===== src/rtl/filter_sequencer.sv =====
// Sequences a moving-sum filter: flush on start, one step per sample, drop warm-up results.
// Latency: accept -> out_valid 3 cycles; backpressure holds the result and counts dropped ADC samples.
// Backpressure: in_ready is low outside WAIT_IN; HOLD waits indefinitely for out_ready.
module filter_sequencer #(
    parameter int DATA_W       = 12,
    parameter int ORDER        = 5,
    parameter int FLUSH_CYCLES = ORDER + 1,
    parameter int WARMUP       = 2,
    parameter int OVR_W        = 8
) (
    input  logic              clock,
    input  logic              reset,
    input  logic              enable,
    input  logic              in_valid,
    input  logic [DATA_W-1:0] in_data,
    output logic              in_ready,
    output logic              filt_clear,
    output logic              filt_step,
    output logic [DATA_W-1:0] filt_data_in,
    input  logic [DATA_W-1:0] filt_data_out,
    output logic              out_valid,
    output logic [DATA_W-1:0] out_data,
    input  logic              out_ready,
    output logic              busy,
    output logic [OVR_W-1:0]  overrun_count
);

    localparam int FL_W = (FLUSH_CYCLES > 1) ? $clog2(FLUSH_CYCLES + 1) : 1;
    localparam int WU_W = (WARMUP > 0) ? $clog2(WARMUP + 1) : 1;

    typedef enum logic [2:0] {
        S_IDLE,
        S_FLUSH,
        S_WAIT_IN,
        S_STEP,
        S_CAPTURE,
        S_HOLD
    } state_t;

    state_t          state;
    state_t          state_nxt;
    logic [FL_W-1:0] flush_cnt;
    logic [WU_W-1:0] warm_cnt;
    logic            flush_last;
    logic            warming;

    assign flush_last = (flush_cnt == FL_W'(FLUSH_CYCLES - 1));
    assign warming    = (int'(warm_cnt) < WARMUP);

    always_comb begin
        state_nxt = state;
        case (state)
            S_IDLE:    if (enable) state_nxt = S_FLUSH;
            S_FLUSH:   if (flush_last) state_nxt = S_WAIT_IN;
            S_WAIT_IN: begin
                // enable drop wins over a sample presented in the same cycle
                if (!enable)       state_nxt = S_IDLE;
                else if (in_valid) state_nxt = S_STEP;
            end
            S_STEP:    state_nxt = S_CAPTURE;
            S_CAPTURE: begin
                if (warming) state_nxt = enable ? S_WAIT_IN : S_IDLE;
                else         state_nxt = S_HOLD;
            end
            S_HOLD:    if (out_ready) state_nxt = enable ? S_WAIT_IN : S_IDLE;
            default:   state_nxt = S_IDLE;
        endcase
    end

    // Control outputs are registered from the next state so they align with state.
    always_ff @(posedge clock) begin
        if (reset) begin
            state         <= S_IDLE;
            in_ready      <= 1'b0;
            filt_clear    <= 1'b0;
            filt_step     <= 1'b0;
            out_valid     <= 1'b0;
            busy          <= 1'b0;
            filt_data_in  <= '0;
            out_data      <= '0;
            overrun_count <= '0;
            flush_cnt     <= '0;
            warm_cnt      <= '0;
        end else begin
            state      <= state_nxt;
            in_ready   <= (state_nxt == S_WAIT_IN);
            filt_clear <= (state_nxt == S_FLUSH);
            filt_step  <= (state_nxt == S_STEP);
            out_valid  <= (state_nxt == S_HOLD);
            busy       <= (state_nxt != S_IDLE);

            if (state == S_IDLE && enable) begin
                flush_cnt <= '0;
                warm_cnt  <= '0;
            end else if (state == S_FLUSH && !flush_last) begin
                flush_cnt <= flush_cnt + 1'b1;
            end

            if (state == S_WAIT_IN && enable && in_valid)
                filt_data_in <= in_data;

            if (state == S_CAPTURE) begin
                if (warming) warm_cnt <= warm_cnt + 1'b1;
                else         out_data <= filt_data_out;
            end

            // Dropped samples: offered while busy but not accepted.
            if (in_valid && !in_ready && state != S_IDLE && overrun_count != '1)
                overrun_count <= overrun_count + 1'b1;
        end
    end

endmodule


===== config.mk =====
export PLATFORM = sky130hd
export DESIGN_NAME = filter_sequencer
export DESIGN_NICKNAME = d
export VERILOG_FILES = /design/src/rtl/filter_sequencer.sv
export SDC_FILE = /design/constraint.sdc
export NUM_CORES = 1
export LEC_CHECK = 0
export ABC_CLOCK_PERIOD_IN_PS = 1600
export CAP_MARGIN = 25
export CORE_MARGIN = 2
export CORE_UTILIZATION = 45
export CTS_BUF_LIST = sky130_fd_sc_hd__clkbuf_16
export DETAILED_ROUTE_END_ITERATION = 10
export GPL_TIMING_DRIVEN = 0
export PLACE_DENSITY = 0.8
export RECOVER_POWER = 100
export SLEW_MARGIN = 15
export SYNTH_ARGS = -nofsm -noshare
export SYNTH_HDL_FRONTEND = slang
export SYNTH_SLANG_ARGS = --single-unit

===== constraint.sdc =====
create_clock -name clock -period 1.6 [get_ports clock]
set_input_delay 0.48 -clock clock [delete_from_list [all_inputs] [get_ports clock]]
set_output_delay 0.48 -clock clock [all_outputs]
set_load 0.02 [all_outputs]

Word-level counts from Yosys, hierarchy flattened
Index checks and enable logic that the tools add are counted. W data, S select, Z words.

Input bits: 29. RAM bits: 0. Register bits after elaboration: 45. ROM bits: 0. Logic and storage cells: 52. Memories kept: 0. Latch bits: 0.

Mux-type cells: 11. Shift operators: 0. $add $sub $neg: 3. Div/mod/pow operators: 0. $mul: 0. Reduce and logical (&&, ||, !) cells: 14. $lt $le $gt $ge: 1. Bitwise operators: 1. Eq/ne operators: 11.

Operator list (count): $mux W3 (6); $pmux W3 S6 (1); $eq A3 B2 Y1 const B (4); $eq A3 B3 Y1 const B (4); $add A8 B1 Y8 const B (1); $mux W2 (4); $ne A8 B8 Y1 const B (1); $logic_and A1 B1 Y1 (7); $eq A3 B1 Y1 const B (2); $reduce_bool A3 Y1 (2); $add A3 B1 Y3 const B (1); $logic_not A3 Y1 (1); $add A2 B1 Y2 const B (1); $logic_not A1 Y1 (2); $lt A2 B2 Y1 const B (1); $reduce_and A2 Y1 (1); $reduce_or A2 Y1 (1); $not A1 Y1 (1).

Logic depth before layout (Yosys ltp)
Word-level depth: 5. Depth in mapped cells: 6.

Worst setup path after synthesis
OpenSTA, ideal clock, no wires.

Path kind: register -> register. From: register overrun_count[0]. To: register overrun_count[3]. Cell stages (with the launch flop): 6. Period minus slack after synthesis: 1500 ps. Path buffers: 0. Arrival time: 1372 ps. Setup slack: 100 ps. Cell sequence: dfxtp_1 > ha_1 > and3_1 > a2111oi_2 > xnor2_1 > nor2_1.

Word-level cells in the longest chain between the ends: 2. Elaborated cells on any way between the ends: 3. Classes of those cells: add/sub: 1; eq/ne: 1; reduce/logical: 1.

Ends and longest elaborated chain: start, declared (RTL line 25) `output logic [OVR_W-1:0] overrun_count`; start signal, assigned (RTL line 109) `overrun_count <= overrun_count + 1'b1;`; branches (longest 2 deep; another with $add A8 B1 Y8).

Parallel ways; which one is timed is not known. A chain may end at the register's enable or synchronous reset.

Worst setup path in the final report
From: register overrun_count[2]. To: output overrun_count[2].

No word-level cell between the ends.

==> impl_results.md <==
* Tightest Pin Transition at between 0.5 and 0.6 ns
* Largest net degree at the start of global routing at 16
* Root buffer cell: clkbuf_16
* Cell count along the critical path at 1
* Ys Warns at 0
* Slowest stage cell, crit path: dfxtp_1
* Switch share at 0.2292
* Post-Syn Instances at 210
* Synthesized area at between 1500 and 2000 µm²
* Yosys cell types at 50
* Max cap viols at 0
* Synth top area share at 0.4728
* Register area share after synthesis at 0.4728
* IO Pins at 66
* Clock transition at path regs at about 0.060 ns
* Leak at between 1 and 1.5 nW
* Sequential Power Share at 0.487
* Largest area contributor in the netlist: dfxtp_1
* Fraction of layout cells with a size suffix above 1 at 0.1018
* GRT overflow at 0
* Hold Fails Final Rpt at 0
* Switching Power at roughly 0.54 mW
* Syn_area_per_cell at about 9.1 µm²
* Buf/Inv on CP at 1
* Pint at between 1.5 and 2 mW
* Worst path arrival time at 1.07 ns
* Critical Path Fanout Max at 7
* DR vias at about 1800
* N_diodes at 0
* DP HPWL at 3.084 mm
* Register-to-Register Path Depth at 6
* Crit-path max cell delay at 0.43 ns
* Endpoints failing setup at 0
* CTS tree: done
* Final cycle utilization of the critical path at 0.9701
* CTS Buffer Depth at 2
* Util after Layout at 0.6888
* Status: complete, no violations
* Die footprint at approximately 4800 µm²
* Critical-path cell list: dlygate4sd2_1
* Vias in the first global route at 1649
* DIE HEIGHT at roughly 70 µm
* R2r setup slk at 0.07 ns
* Setup crit end kind: output pin
* Via density at roughly 5.3
* First-pass GRT wire length at 7.700 mm
* DRC at 0
* Depth of the CTS H-tree at 2
* Top cells by area, synth: dfxtp_1, mux2i_1, nand2_1
* Clock Power Share at 0.436
* Syn nets at 242
* Logic gate share of total power at 0.077
* Num rows at 23
* Final min period at 1.552 ns
* CTS Buf Count at 5
* DRC violation total after the first TritonRoute iteration at 102
* P&R area growth vs syn at 45.63%
* IO Port Bufs at 64
* Reg2reg start: state[1]$_SDFF_PP0_
* Final GP Congestion at ~0.87
* Async set-reset flop share out of synthesis at 0
* Slew Limit Headroom at 0.6465
* Flops & latches, synth at between 40 and 50
* Hold Path Class: flop to flop
* Leading cell types in the layout, fill and taps excluded: dfxtp_1, dlygate4sd2_1, nand2_1, nor2_1, clkdlybuf4s50_1
* Crit Path Category: flop to output pin
* Routed Antenna Nets at 0
* Initial antenna violation count at 0
* Placed cells at about 320
* Initial core utilization at 0.4730
* CTS Sinks at between 40 and 50
* Max frequency at 644.2 MHz
* Nets at approximately 320
* Top cell family by delay on the critical path: flip-flops
* Final cell count without fillers at around 340
* Layout filler cell count at around 350
* Req. time, crit path at approximately 1.1 ns
* Clk_lat worst skew at 0.28 ns
* CP startpoint kind: flop
* Post-synth EDFFs at 0
* Worst vdd ir at around 0.73 mV
* Hold slack final at 0.4509 ns
* Die width at roughly 69 µm
* Core area at 4029 µm²
* Launch point of the worst path: overrun_count[2]$_SDFFE_PP0P_
* Clock Skews at between 0.003 and 0.004 ns
* Wirelength per Cell at about 14 µm
* Commonest non-fill, non-tap cell in the layout: dfxtp_1
* Setup crit end: overrun_count[2]
* Max Slew Vio Count at 0
* 1st-pass router iterations at 7
* Drt total wl at around 4.7 mm
* Cell Pwr Density at roughly 840 nW/µm²
* Gr usage total at 0.1946
* R2r endpoint: filt_data_in[2]$_SDFFE_PP0P_
* Top FF cell, synth: dfxtp_1
-- through the flow --
stage | total power [mW] | TNS [ns] | setup WS [ns] | area, µm²
finish | 2.344 | 0 | 0.04777 | 2775
global route | 2.426 | -0.01935 | -0.008536 | 2775
CTS | 2.357 | 0 | 0.01067 | 2714
detailed placement | 1.347 | -11.78 | -0.6740 | 2609
global placement | 1.344 | -11.46 | -0.6656 | 2609
floorplan | 1.244 | 0 | 0.1000 | 1906
-- worst min-delay path by stage --
stage | endpoint | startpoint | slack, ns | cells past startpoint
after floorplan | flush_cnt[1]$_SDFFE_PP0P_ | flush_cnt[1]$_SDFFE_PP0P_ | 0.45 | 2
after global placement | out_data[9]$_SDFFE_PP0N_ | out_data[9]$_SDFFE_PP0N_ | 0.44 | 2
after detailed placement | out_data[4]$_SDFFE_PP0N_ | out_data[4]$_SDFFE_PP0N_ | 0.45 | 2
after CTS | out_data[4]$_SDFFE_PP0N_ | out_data[4]$_SDFFE_PP0N_ | 0.45 | 2
after global routing | out_data[7]$_SDFFE_PP0N_ | out_data[7]$_SDFFE_PP0N_ | 0.47 | 2
final | out_data[4]$_SDFFE_PP0N_ | out_data[4]$_SDFFE_PP0N_ | 0.45 | 2
-- power by group through the flow --
stage	clock (mW)	combinational, mW	sequential, mW
finish	1.02	0.180	1.14
floorplan	0	0.0702	1.17
detailed placement	0	0.180	1.17
global placement	0	0.178	1.17
CTS	1.04	0.176	1.14
global route	1.09	0.196	1.14
-- metal layers --
layer	global-route usage	vias to the layer above	part of all wire
li1	-	882	-
met1	0.2441	803	0.45
met2	0.3216	67	0.48
met3	0.06287	11	0.059
met4	0.05229	0	0.013
met5	0	-	0
-- what timing repair did --
item | 4_1_cts | 5_1_grt
hold buffers | 0 | 0
resized for setup | 39 | 10
buffers inserted | 1 | 2
cloned | 0 | 1
pin swaps | 1 | 1
setup endpoints to repair | 57 | 25
-- worst min-delay path: stages, from the launching register on --
cell and delay, ns:
dfxtp_1 0.30, nand2_1 0.05, a21oi_1 0.05
-- cells in the mapped netlist (all sizes together), types with 3 or more instances --
library cell / instances
a31oi: 3
a211oi: 4
dfxtp: 45
nand3b: 4
nor3: 5
xor2: 3
nor2b: 4
nand3: 4
inv: 3
ha: 3
mux2i: 13
a21oi: 18
buf: 5
o21ai: 4
nand2: 30
clkbuf: 6
nor2: 26
-- cell families after synthesis --
group                    after synthesis  synth area share
buffers and inverters                 14           0.03873
AO/OA/AOI/OAI                         40            0.1372
flip-flops                            45            0.4727
XOR/XNOR                               5           0.02299
adder cells (fa/ha/maj)                3           0.01970
multiplexers                          13           0.06828
AND/OR/NAND/NOR                       90            0.2403
-- registers in the layout, summed over array words and instances, names as in the netlist --
name	flops
filt_data_in	12
out_data	12
overrun_count	8
flush_cnt	3
state	3
warm_cnt	2
busy	1
filt_clear	1
filt_step	1
in_ready	1
out_valid	1
-- area by class of cell --
| class | count | area [µm²] | area share |
|---|---|---|---|
| Inverter | 3 | 11.26 | 0.004058 |
| Timing Repair Buffer | 68 | 635.6 | 0.2290 |
| Tap cell | 50 | 62.56 | 0.02254 |
| Clock buffer | 5 | 125.1 | 0.04509 |
| Multi-Input combinational cell | 151 | 957.2 | 0.3449 |
| Clock inverter | 3 | 21.27 | 0.007665 |
| Sequential cell | 45 | 902.1 | 0.3251 |
| Buffer | 10 | 60.06 | 0.02164 |
(Power assumes the default switching activity.)
